### src/rtl/game_pkg.sv
// Shared state encoding, BCD limits and start defaults for the game timer.
package game_pkg;

    typedef enum logic [1:0] {
        IDLE    = 2'd0,
        RUN     = 2'd1,
        PAUSED  = 2'd2,
        EXPIRED = 2'd3
    } state_t;

    localparam logic [3:0] BCD_MAX            = 4'd9;
    localparam logic [3:0] DEFAULT_START_TENS = 4'd6;
    localparam logic [3:0] DEFAULT_START_ONES = 4'd0;

    function automatic logic [3:0] clamp_bcd(input logic [3:0] d);
        return (d > BCD_MAX) ? BCD_MAX : d;
    endfunction

endpackage

### src/rtl/bcd_down2.sv
// Two-digit BCD decrementer. Flags 00 and 01; decrementing 00 saturates at 00.
module bcd_down2 (
    input  logic [3:0] tens,
    input  logic [3:0] ones,
    output logic [3:0] dec_tens,
    output logic [3:0] dec_ones,
    output logic       zero,
    output logic       last
);
    import game_pkg::*;

    always_comb begin
        dec_tens = tens;
        dec_ones = ones;
        if (ones != 4'd0) begin
            dec_ones = ones - 4'd1;
        end else if (tens != 4'd0) begin
            dec_tens = tens - 4'd1;
            dec_ones = BCD_MAX;
        end
    end

    assign zero = (tens == 4'd0) && (ones == 4'd0);
    assign last = (tens == 4'd0) && (ones == 4'd1);

endmodule

### src/rtl/game_timer.sv
// Seconds countdown: divides upstream ticks to seconds and counts a BCD pair down to 00.
module game_timer #(
    parameter int unsigned TICKS_PER_SEC = 10,
    parameter logic [3:0]  START_TENS    = game_pkg::DEFAULT_START_TENS,
    parameter logic [3:0]  START_ONES    = game_pkg::DEFAULT_START_ONES
) (
    input  logic       clk,
    input  logic       rst,
    input  logic       tick,
    input  logic       start,
    input  logic       pause,
    input  logic       load_en,
    input  logic [3:0] load_tens,
    input  logic [3:0] load_ones,
    output logic [3:0] tens,
    output logic [3:0] ones,
    output logic       running,
    output logic       expired,
    output logic       done_pulse
);
    import game_pkg::*;

    localparam logic [7:0] SUB_LAST = 8'(TICKS_PER_SEC - 1);

    state_t     state, state_n;
    logic [3:0] tens_n, ones_n, preset_tens, preset_ones, preset_tens_n, preset_ones_n;
    logic [7:0] sub_cnt, sub_cnt_n;
    logic       done_n;
    logic [3:0] dec_tens, dec_ones, lt_c, lo_c;
    logic       zero, last;

    bcd_down2 u_dec (
        .tens     (tens),
        .ones     (ones),
        .dec_tens (dec_tens),
        .dec_ones (dec_ones),
        .zero     (zero),
        .last     (last)
    );

    assign lt_c = clamp_bcd(load_tens);
    assign lo_c = clamp_bcd(load_ones);

    always_ff @(posedge clk) begin
        if (rst) begin
            state       <= IDLE;
            tens        <= START_TENS;
            ones        <= START_ONES;
            preset_tens <= START_TENS;
            preset_ones <= START_ONES;
            sub_cnt     <= '0;
            done_pulse  <= 1'b0;
        end else begin
            state       <= state_n;
            tens        <= tens_n;
            ones        <= ones_n;
            preset_tens <= preset_tens_n;
            preset_ones <= preset_ones_n;
            sub_cnt     <= sub_cnt_n;
            done_pulse  <= done_n;
        end
    end

    always_comb begin
        state_n       = state;
        tens_n        = tens;
        ones_n        = ones;
        preset_tens_n = preset_tens;
        preset_ones_n = preset_ones;
        sub_cnt_n     = sub_cnt;
        done_n        = 1'b0;
        unique case (state)
            IDLE: begin
                if (load_en) begin
                    preset_tens_n = lt_c;
                    preset_ones_n = lo_c;
                    tens_n        = lt_c;
                    ones_n        = lo_c;
                    sub_cnt_n     = '0;
                end else if (start && !zero) begin
                    state_n = RUN;
                end
            end
            RUN: begin
                if (tick) begin
                    if (sub_cnt == SUB_LAST) begin
                        sub_cnt_n = '0;
                        tens_n    = dec_tens;
                        ones_n    = dec_ones;
                        if (last) begin
                            state_n = EXPIRED;
                            done_n  = 1'b1;
                        end
                    end else begin
                        sub_cnt_n = sub_cnt + 8'd1;
                    end
                end
                // A tick landing on 00 takes priority over a simultaneous pause.
                if (pause && state_n != EXPIRED) begin
                    state_n = PAUSED;
                end
            end
            PAUSED: begin
                if (load_en) begin
                    preset_tens_n = lt_c;
                    preset_ones_n = lo_c;
                    tens_n        = lt_c;
                    ones_n        = lo_c;
                    sub_cnt_n     = '0;
                    state_n       = IDLE;
                end else if (start) begin
                    state_n = RUN;
                end
            end
            EXPIRED: begin
                if (load_en) begin
                    preset_tens_n = lt_c;
                    preset_ones_n = lo_c;
                    tens_n        = lt_c;
                    ones_n        = lo_c;
                    sub_cnt_n     = '0;
                    state_n       = IDLE;
                end else if (start) begin
                    tens_n    = preset_tens;
                    ones_n    = preset_ones;
                    sub_cnt_n = '0;
                    state_n   = (preset_tens == 4'd0 && preset_ones == 4'd0) ? IDLE : RUN;
                end
            end
            default: state_n = IDLE;
        endcase
    end

    assign running = (state == RUN);
    assign expired = (state == EXPIRED);

endmodule

### config.mk
export PLATFORM = sky130hd
export DESIGN_NAME = game_timer
export DESIGN_NICKNAME = d
export VERILOG_FILES = /design/src/rtl/game_pkg.sv /design/src/rtl/bcd_down2.sv /design/src/rtl/game_timer.sv
export SDC_FILE = /design/constraint.sdc
export NUM_CORES = 1
export LEC_CHECK = 0
export CAP_MARGIN = 20
export CORE_MARGIN = 4
export CORE_UTILIZATION = 30
export DETAILED_ROUTE_END_ITERATION = 16
export PLACE_DENSITY_LB_ADDON = 0.08
export SLEW_MARGIN = 20
export SYNTH_ARGS = -nofsm -noshare
export SYNTH_HDL_FRONTEND = slang
export SYNTH_SLANG_ARGS = --single-unit
### constraint.sdc
create_clock -name clk -period 1.7 [get_ports clk]
set_input_delay 0.34 -clock clk [delete_from_list [all_inputs] [get_ports clk]]
set_output_delay 0.34 -clock clk [all_outputs]
set_load 0.02 [all_outputs]
======== After elaboration in Yosys (flattened, before gate mapping) ========
Cells that the tools add are included.
cells by class
  div/mod/pow operators ................... 0
  multiply operators ...................... 0
  add/sub/neg operators ................... 3
  $lt $le $gt $ge ......................... 2
  reductions and logical operators ........ 21
  bitwise logic cells ..................... 3
  equal/unequal tests ..................... 16
  shifts and indexed selects .............. 0
  muxes and demuxes ....................... 38
operator list
  cell                                                  count
  2-to-1 mux 4 bit                                      16
  2-to-1 mux 8 bit                                      5
  case mux 4 bit (3 select lines)                       2
  case mux 8 bit (3 select lines)                       1
  2-to-1 mux 2 bit                                      11
  logical NOT 4 bit                                     4
  != test 2 bit, second input constant                  5
  adder 8 x 1 -> 8 bit, second input constant           1
  == test 8 x 4 -> 1 bit, second input constant         1
  greater-than comparator 4 bit, second input constant  2
  case mux 2 bit (4 select lines)                       1
  nonzero test 4 bit                                    2
  subtractor 4 x 1 -> 4 bit, second input constant      2
  != test 2 x 1 -> 1 bit, second input constant         3
  != test 3 bit, second input constant                  2
  AND reduction 6 bit                                   1
  logical AND 1 bit                                     5
  AND reduction 5 bit                                   1
  == test 2 bit, second input constant                  2
  == test 4 x 1 -> 1 bit, second input constant         1
  AND reduction 4 bit                                   1
  OR reduction 4 bit                                    1
  != test 3 x 1 -> 1 bit, second input constant         1
  NOT 1 bit                                             3
  other kinds (8)                                       9
word-level totals
  memories kept ........................... 0
  bits in latches ......................... 0
  bits in writable memories ............... 0
  bits of input ports ..................... 14
  output and inout bits ................... 11
  bits in read-only memories .............. 0
  register bits after elaboration ......... 27

======== Depth between registers and ports, before layout ========
Gate-level depths: netlist (run 1).
  depth after elaboration ................. 10
  mapped depth ............................ 7
  gate-level depth less buffers ........... 7

======== By module ========
A second synthesis (run 1) with hierarchy kept.
second synthesis, totals
  cells, all modules ...................... 204
  area total of the unflattened synthesis .. 1632.8 um2
modules (own cells, without submodules)
  module      area each (um2)  times used  cells an instance  sequential area each (um2)
  game_timer  1402.6           1           173                540.5
  bcd_down2   230.2            1           31                 0.0

======== Least setup slack after synthesis (run 1) ========
No wires, ideal clock.
  path kind ............................... register to register
  from .................................... register tens[0]
  to ...................................... register ones[1]
  setup slack ............................. -0.181 ns
  arrival time ............................ 1.763 ns
  cell stages (with the launch flop) ...... 8
  buffers on the path ..................... 0
  library setup time ...................... 0.117 ns
  data required time ...................... 1.583 ns
  path through ............................ dfxtp_1 inv_1 ha_1 or3b_2 o211ai_2 a211oi_4 o21ai_2 a32o_1
on the way
  word-level cells in the longest chain between the ends .. 3
ends and longest elaborated chain
  element                                  line              RTL
  start, declared                          game_timer.sv:15  output logic [3:0] tens,
  start signal, assigned                   game_timer.sv:55  tens <= tens_n;
  nonzero test 4 bit                       bcd_down2.sv:17   end else if (tens != 4'd0) begin
  != test 3 x 1 -> 1 bit (no source line)  --
  AND reduction 5 bit (no source line)     --
  end signal, assigned                     game_timer.sv:56  ones <= ones_n;
  end, declared                            game_timer.sv:16  output logic [3:0] ones,
No other way between the ends.
A chain may end at the register's enable or synchronous reset.

======== Worst setup path in the final report (run 1) ========
  from .................................... register tens[1]
  to ...................................... register ones[2]
The elaborated chain is that of the path after synthesis.

==> results.cfg, run 1 <==
[final_layout]
finalNonFillerCells = 330
final_common_cell = buf_4
fill_cells = 540
final_area_sq_um = 2380
multiInputGateArea_sq_um = 1050
fin_nets = 278
antennaDiodeCount = 0
area_growth_pct = 48.4
drive_above_1_share = 0.300
mostFrequentLayoutCells = buf_4, dfxtp_1, nor2_1
regArea_sq_um = 551

[synthesis]
synth_seq_cells = 27
ys.flop_type = dfxtp_1
avgSynthCellArea_sq_um = 8.15
synth_area_sq_um = 1610
yosys_warnings = 0
synth_edf_count = 0
synth.largest_area_cell = dfxtp_1
ys_types = 50
synthTopCellsByArea = dfxtp_1, nor2_1, nand2_1, a21oi_1, xnor2_1
yosysSeqAreaShare = 0.337
netlist_instances = 197
netlist.area_leader.share = 0.337
syn_nets = 214
synth-async-reset-ratio = 0

[die]
ios = 25
die-area_sq_um = 6590
coreArea_sq_um = 5140
start_util = 0.312
die_w_microns = 81.2
die_h_microns = 81.2
placementRows = 26

[timing]
fin_crit_ns = 1.75
finalSetupViolations = 5
slew_violations = 0
fin_ws_ns = -0.0453
tightest_slew_ns = 0.549
fmax_mhz = 573
hold_violations = 0
relSlewSlack = 0.634
setup_tns_ns = -0.136
hold_ws_ns = 0.495
fin_skew_ns = 0.00389
fin_crit_sh = 1.03
grt_setup_unrepaired = yes

[clock_network]
cts.clk_slew.worst_paths_ns = 0.10
cts_hold_buf = 0
htree_levels = 1
clock_tree.root_cell = clkbuf_8
cts_buffer_depth = 2
clk_latency_ns = 0.27
cts_tree = built
cts_made_buffers = 3
cts.sinks = 27

[worst_setup_path]
endpoint_kind = flop
cp_max_fo = 6
arrival_ns = 1.92
critPathLaunchType = flop
crit_start = tens[1]
r2r-end = ones[2]
regToRegSetupSlack_ns = -0.05
cp.required_ns = 1.88
crit_type = reg2reg
timing.rr.start = tens[1]
r2r_cells = 7
crit_end = ones[2]

[route]
drt-initial-drc-count = 54
first_pass_iters = 4
vias_per_cell = 5.05
drt_wl_total_microns = 4610
ant_nets = 0
vias = 1667
drc = 0
post_drt_wl_per_cell_microns = 14.0

[placement]
dp_hpwl_microns = 3550
numPortBuffers = 24
place_ws_ns = -0.366
globalplace.congestion = 0.860
postPlaceCellArea_sq_um = 2240
placed_cells = 321

[global_route]
grt_max_degree = 21
grt_usage = 0.150
grt_pass1_vias = 1683
overflow = 0
grt_antenna_before_repair = 0
grt_pass1_wl_microns = 7790

[hold_path]
hp-class = reg2reg
hold_path_startpoint = preset_ones[3]

[outcome]
outcome = finished, violations left
violations = negative setup slack

[flow_run]
cap_violations = 0

[power]
vdd_drop_max_v = 0.000438
power.density_nw_per_um2 = 678
p_leak_nw = 0.964
-- how the worst min path moves through the flow --
stage | endpoint | cells after the start | slack [ns]
after CTS | preset_ones[3] | 2 | 0.50
after floorplan | preset_tens[3] | 2 | 0.45
after global routing | state[1] | 4 | 0.52
final | preset_ones[3] | 2 | 0.50
after detailed placement | preset_ones[3] | 2 | 0.48
after global placement | preset_ones[3] | 2 | 0.48
-- metrics by stage --
| step | total power, mW | utilization |
|---|---|---|
| after CTS | 1.62 | 0.455 |
| final | 1.61 | 0.463 |
| after global routing | 1.71 | 0.463 |
| after global placement | 1.22 | 0.435 |
| after detailed placement | 1.23 | 0.435 |
| after floorplan | 0.990 | - |
-- sequential cells by signal, summed over array words and instances (netlist names) --
| signal | cells |
|---|---|
| done_pulse | 1 |
| ones | 4 |
| preset_ones | 4 |
| preset_tens | 4 |
| sub_cnt | 8 |
| tens | 4 |
| state | 2 |
-- synthesized netlist by cell type (2+ instances only) --
cell and n:
nand2b_1 5, nand3_1 3, nor2_1 21, or4_1 2, nand3b_1 3, o21ai_2 2
inv_1 13, a32o_1 4, nand2_1 18, o31ai_1 2, clkbuf_1 6, o21ai_0 6
and3_1 2, o22ai_1 4, ha_1 3, o21a_1 4, and2_1 4, a311oi_1 3
nor3_1 8, a41oi_1 2, nand4_1 2, buf_1 2, a221oi_1 4, nor4_1 6
nor2b_1 2, xnor2_1 6, dfxtp_1 27, a21oi_1 11
-- layer usage --
metal | vias to the layer above | global-route usage | routed length, microns
li1 | 848 | - | -
met1 | 779 | 0.197 | 2140
met2 | 38 | 0.259 | 2230
met3 | 2 | 0.0310 | 224
met4 | 0 | 0.0220 | 22
met5 | - | 0 | 0
-- worst max-delay path: stages (launching register included) --
cell and delay, ns:
dfxtp_4 0.35, inv_2 0.06, ha_4 0.13, or3b_4 0.40, o211ai_2 0.21, a211oi_4 0.12, buf_4 0.17, a32o_1 0.21
-- cells by family after synthesis --
kind of cell / count (synthesis) / synth area share
adder cells (fa/ha/maj): 3 / 0.0234
AO/OA/AOI/OAI: 52 / 0.242
flip-flops: 27 / 0.337
AND/OR/NAND/NOR: 85 / 0.296
XOR/XNOR: 6 / 0.0327
buffers and inverters: 22 / 0.0561
multiplexers: 2 / 0.0132
-- cell type report --
cell class / count / share of cell area
Clock buffer: 3 / 0.0173
Multi-Input combinational cell: 148 / 0.443
Inverter: 13 / 0.0215
Sequential cell: 27 / 0.231
Timing Repair Buffer: 68 / 0.248
Clock inverter: 1 / 0.00210
Tap cell: 70 / 0.0368
-- power breakdown --
| part | internal, mW | switching [mW] | leakage [nW] |
|---|---|---|---|
| registers | 0.672 | 0.0347 | 0.223 |
| clock network | 0.164 | 0.209 | 0.0255 |
| logic | 0.267 | 0.268 | 0.716 |
| total | 1.10 | 0.511 | 0.964 |
-- repair_timing --
item                       CTS  global route
hold endpoints to repair     0             0
pin swaps                   10             3
resized for setup           19            10
setup buffers                4             1
setup endpoints to repair   17            18
Power figures use the tool's default switching activity.
==> run 2, diff against run 1 <==
- CAP_MARGIN: 20 -> 10
- PLACE_DENSITY: default -> 0.52
- PLACE_DENSITY_LB_ADDON: 0.08 -> default
==> run 2 against run 1 <==
The run still ends with negative setup slack left. Via count down 1.0%. Power up 1.0%. Sequential power up 0.6%. Design area down 0.47%. Worst hold slack worse by 0.0092 ns. Die area unchanged. Clock power up 2%. Global-route usage up 0.14 points. Sequential share of layout area up 0.32 points. Core utilization down 0.22 points. Wire length down 0.74%. Critical endpoint is now tens[1]. Highest routed layer unchanged.
==> results.cfg, run 2 (synthesized netlist as in run 1, its figures left out) <==
[clock_network]
cts_hold_buf = 0
cts_buffer_depth = 2
cts_tree = built
cts.clk_slew.worst_paths_ns = 0.10
cts_made_buffers = 3
htree_levels = 1
cts.sinks = 27
clk_latency_ns = 0.28
clock_tree.root_cell = clkbuf_8

[placement]
numPortBuffers = 24
postPlaceCellArea_sq_um = 2190
dp_hpwl_microns = 3460
globalplace.congestion = 0.816

[final_layout]
antennaDiodeCount = 0
largest-register = sub_cnt
final_common_cell = buf_4
drive_above_1_share = 0.322
mostFrequentLayoutCells = buf_4, dfxtp_1, nor2_1
final_area_sq_um = 2370
largest_reg_flops = 8
fin_nets = 276
fill_cells = 543
area_growth_pct = 47.7

[power]
p_sw_mw = 0.518
vdd_drop_max_v = 0.000408
p_int_mw = 1.11
comb_power_share = 0.331
switching_share = 0.318
power_frac_clock = 0.234
power.density_nw_per_um2 = 688
p_leak_nw = 0.947
seq_power_share = 0.436

[worst_setup_path]
arrival_ns = 1.96
path_cells = inv_4, ha_4, or3b_4, a41oi_2, nor3_4, buf_4, buf_4, nor3_1, a21oi_1
critPathLaunchType = flop
crit_type = reg2reg
cp_max_fo = 5
cp_slowest_cell = or3b_4
slowest_delay_ns = 0.39
crit_top_cell = buf_4
cp_top_family = simple AND/OR/NAND/NOR gates
cp.required_ns = 1.86
endpoint_kind = flop
path_buf_inv = 3

[global_route]
grt_max_degree = 21
grt_antenna_before_repair = 0
grt_pass1_vias = 1626
grt_pass1_wl_microns = 7810
overflow = 0
grt_usage = 0.152

[die]
placementRows = 26
coreArea_sq_um = 5140
die_h_microns = 81.2
die_w_microns = 81.2
ios = 25
die-area_sq_um = 6590
start_util = 0.312

[route]
first_pass_iters = 4
vias_per_cell = 5.03
ant_nets = 0
vias = 1650
drc = 0
drt_wl_total_microns = 4580
drt-initial-drc-count = 68
post_drt_wl_per_cell_microns = 14.0

[timing]
slew_violations = 0
finalSetupViolations = 5
hold_violations = 0
fmax_mhz = 556
tightest_slew_ns = 0.559
relSlewSlack = 0.627
grt_setup_unrepaired = yes
hold_ws_ns = 0.486
fin_crit_sh = 1.06
fin_skew_ns = 0.00801
fin_ws_ns = -0.0976
fin_crit_ns = 1.80

[flow_run]
cap_violations = 0

[hold_path]
hp-class = reg2reg

[outcome]
outcome = finished, violations left
violations = negative setup slack
-- run 2: changes by cell type in the layout (fill, tap and decap cells not counted), sizes merged --
cell           previous run  this run
buf                      44        42
clkbuf                    3         5
clkdlybuf4s15             1         0
dlygate4sd2               6         5
-- run 2: layer usage --
metal | vias up | wire length [microns] | GRT usage
met5 | - | 0 | 0
met1 | 787 | 2060 | 0.185
met4 | 0 | 33 | 0.0253
met2 | 16 | 2370 | 0.278
li1 | 843 | - | -
met3 | 4 | 113 | 0.0299
-- run 2: cell type report --
| type | instances | area, sq um | share of cell area |
|---|---|---|---|
| clock buffers | 3 | 41.3 | 0.0174 |
| clock inverters | 1 | 5.00 | 0.00211 |
| inverters | 13 | 51.3 | 0.0216 |
| multi-input cells | 148 | 1060 | 0.447 |
| flip-flops and latches | 27 | 556 | 0.234 |
| well taps | 70 | 87.6 | 0.0369 |
| repair buffers | 66 | 571 | 0.241 |
-- run 2: through the flow --
step | utilization | power [mW] | instances | setup slack [ns] | TNS (ns)
after global routing | 0.461 | 1.73 | 328 | -0.168 | -1.05
final | 0.461 | 1.63 | 328 | -0.0976 | -0.284
after detailed placement | 0.425 | 1.21 | 314 | -0.386 | -5.39
after CTS | 0.446 | 1.61 | 324 | -0.133 | -0.585
after floorplan | - | 0.990 | 197 | -0.00253 | -0.00438
after global placement | 0.425 | 1.21 | 314 | -0.338 | -5.25
-- run 2: tightest hold or removal path, stage by stage, from the launching register on --
cell and delay [ns]:
dfxtp_1 0.34, nand2_1 0.06, a21oi_1 0.05
-- run 2: path summary, 6_finish.rpt --
check                                    start              to  slack [ns]  cells after the start
worst max-delay path                   tens[0]         tens[1]        -0.1                      9
worst min-delay path            preset_ones[3]  preset_ones[3]        0.49                      2
worst max register to register         tens[0]         tens[1]        -0.1                      9
worst min register to register  preset_ones[3]  preset_ones[3]        0.49                      2
-- run 2: power by group through the flow --
stage / Sequential, mW / Clock (mW) / Combinational [mW]
after floorplan: 0.754 / 0 / 0.236
after global placement: 0.724 / 0 / 0.490
after detailed placement: 0.724 / 0 / 0.489
after CTS: 0.710 / 0.393 / 0.507
after global routing: 0.718 / 0.420 / 0.590
final: 0.711 / 0.381 / 0.539
-- run 2: what timing repair did --
| item | in CTS | in global routing |
|---|---|---|
| buffers inserted | 6 | 4 |
| gates resized for setup | 17 | 20 |
| setup endpoints to repair | 24 | 23 |
| pin swaps | 9 | 9 |
==> run 3, diff against run 2 <==
- PLACE_DENSITY: 0.52 -> 0.51
- clock period: 1.7 -> 1.8 ns (I/O delays scaled with it)
==> run 3 against run 2 <==
Count of clock-buffer cells in the layout up 1. Non-clock buffer count decreased by 3. Design area shrank 2.7%. First-iteration DRC count increased by 29%. Critical path depth fell by 2. The run now ends clean. Cell count decreased by 0.91%. Combinational power is 9.8% lower. Critical path type unchanged. Die area unchanged. Power shrank 7.6%. Global-route usage barely moved. Via count hardly changed. Largest power group unchanged. Flip-flop and latch count is the same.
==> results.cfg, run 3 (synthesized netlist as in run 1, its figures left out) <==
[outcome]
outcome = finished clean

[die]
ios = 25
coreArea_sq_um = 5140
die_w_microns = 81.2
start_util = 0.312
die_h_microns = 81.2
placementRows = 26
die-area_sq_um = 6590

[route]
vias_per_cell = 5.07
ant_nets = 0
drt_wl_total_microns = 4740
post_drt_wl_per_cell_microns = 14.6
drt-initial-drc-count = 88
first_pass_iters = 5
vias = 1649
drc = 0

[power]
p_sw_mw = 0.472
vdd_drop_max_v = 0.000345
power_frac_clock = 0.235
p_int_mw = 1.03
seq_power_share = 0.443
comb_power_share = 0.323
p_leak_nw = 0.942
switching_share = 0.313
p_total_mw = 1.51
power.density_nw_per_um2 = 653

[timing]
fin_crit_sh = 0.994
grt_setup_unrepaired = yes
fin_ws_ns = 0.0103
slew_violations = 0
hold_violations = 0
fin_skew_ns = 0.00130
relSlewSlack = 0.619
tightest_slew_ns = 0.571
fmax_mhz = 559
finalSetupViolations = 0
fin_crit_ns = 1.79

[worst_setup_path]
r2r-end = ones[2]
regToRegSetupSlack_ns = 0.01
crit_type = reg2reg
cp.required_ns = 1.97
endpoint_kind = flop
cp_max_fo = 5
critPathLaunchType = flop
arrival_ns = 1.96
timing.rr.start = sub_cnt[1]
r2r_cells = 7

[final_layout]
final_area_sq_um = 2310
largest_reg_flops = 8
drive_above_1_share = 0.263
mostFrequentLayoutCells = buf_4, dfxtp_1, nor2_1
largest-register = sub_cnt
area_growth_pct = 43.7
final_common_cell = buf_4
fill_cells = 551
antennaDiodeCount = 0
fin_nets = 273

[placement]
postPlaceCellArea_sq_um = 2150
place_ws_ns = -0.286
globalplace.congestion = 0.781
numPortBuffers = 24
dp_hpwl_microns = 3550

[global_route]
grt_pass1_vias = 1664
grt_pass1_wl_microns = 7780
overflow = 0
grt_antenna_before_repair = 0
grt_usage = 0.152
grt_max_degree = 15

[clock_network]
htree_levels = 1
cts_made_buffers = 3
cts_buffer_depth = 2
cts_tree = built
clk_latency_ns = 0.27
cts_hold_buf = 0
cts.sinks = 27
cts.clk_slew.worst_paths_ns = 0.09
clock_tree.root_cell = clkbuf_8

[hold_path]
hold_path_startpoint = preset_tens[3]
hold_depth = 2
hold_end = preset_tens[3]
hp-class = reg2reg

[flow_run]
cap_violations = 0
## run 3: cell count changes in the layout (fill, tap and decap cells not counted), sizes merged
cell           delta
dlymetal6s2s      +1
clkdlybuf4s50     +4
dlygate4sd2       -3
clkinv            -1
clkbuf            -1
buf               -3
## run 3: what timing repair did
item / CTS / global route
pin swaps: 8 / 7
endpoints found under the setup margin: 9 / 14
setup buffers: 5 / 0
gates resized for setup: 12 / 13
endpoints found under the hold margin: 0 / 0
## run 3: worst max-delay path by stage
stage          startpoint          to  slack [ns]  cells past startpoint
3_3_place_gp        start  sub_cnt[0]       -0.24                      7
4_1_cts        sub_cnt[1]     ones[2]       -0.01                      7
6_report       sub_cnt[1]     ones[2]        0.01                      7
3_5_place_dp        start  sub_cnt[0]       -0.29                      7
2_1_floorplan     tens[0]     tens[3]        0.03                      6
5_1_grt        sub_cnt[1]     ones[2]       -0.09                      7
## run 3: cell type report
type                       count  area, sq um  share of cell area
tap                           70         87.6              0.0380
multi-input combinational    148         1030               0.447
inverter                      13         48.8              0.0211
timing repair buffer          63          548               0.238
sequential                    27          546               0.236
clock buffer                   4         45.0              0.0195
## run 3: layer usage
layer	global-route usage	part of all wire	up-vias
met5	0	0	-
met4	0.0372	0.016	0
met3	0.0344	0.045	10
met2	0.261	0.48	36
met1	0.191	0.46	769
li1	-	-	834
## run 3: through the flow
stage,utilization,setup TNS [ns],hold slack (ns),instances
after floorplan,-,0,0.449,197
after global placement,0.418,-3.27,0.474,316
after detailed placement,0.418,-3.42,0.474,316
after CTS,0.440,-0.0104,0.486,325
after global routing,0.449,-0.280,0.521,325
final,0.449,0,0.494,325
## run 3: power groups by stage
stage               clock network (mW)  registers, mW  logic (mW)
global placement                     0          0.679       0.449
global route                     0.389          0.672       0.531
finish                           0.354          0.667       0.486
detailed placement                   0          0.679       0.448
CTS                              0.372          0.667       0.473
floorplan                            0          0.706       0.210
## run 3: worst max-delay path, cell delays in order (launching register included)
cell and delay [ns]:
dfxtp_2 0.34, inv_2 0.07, ha_4 0.12, nor4b_4 0.29, o211ai_2 0.16, a211oi_4 0.36, nand2_1 0.10, a32o_1 0.25
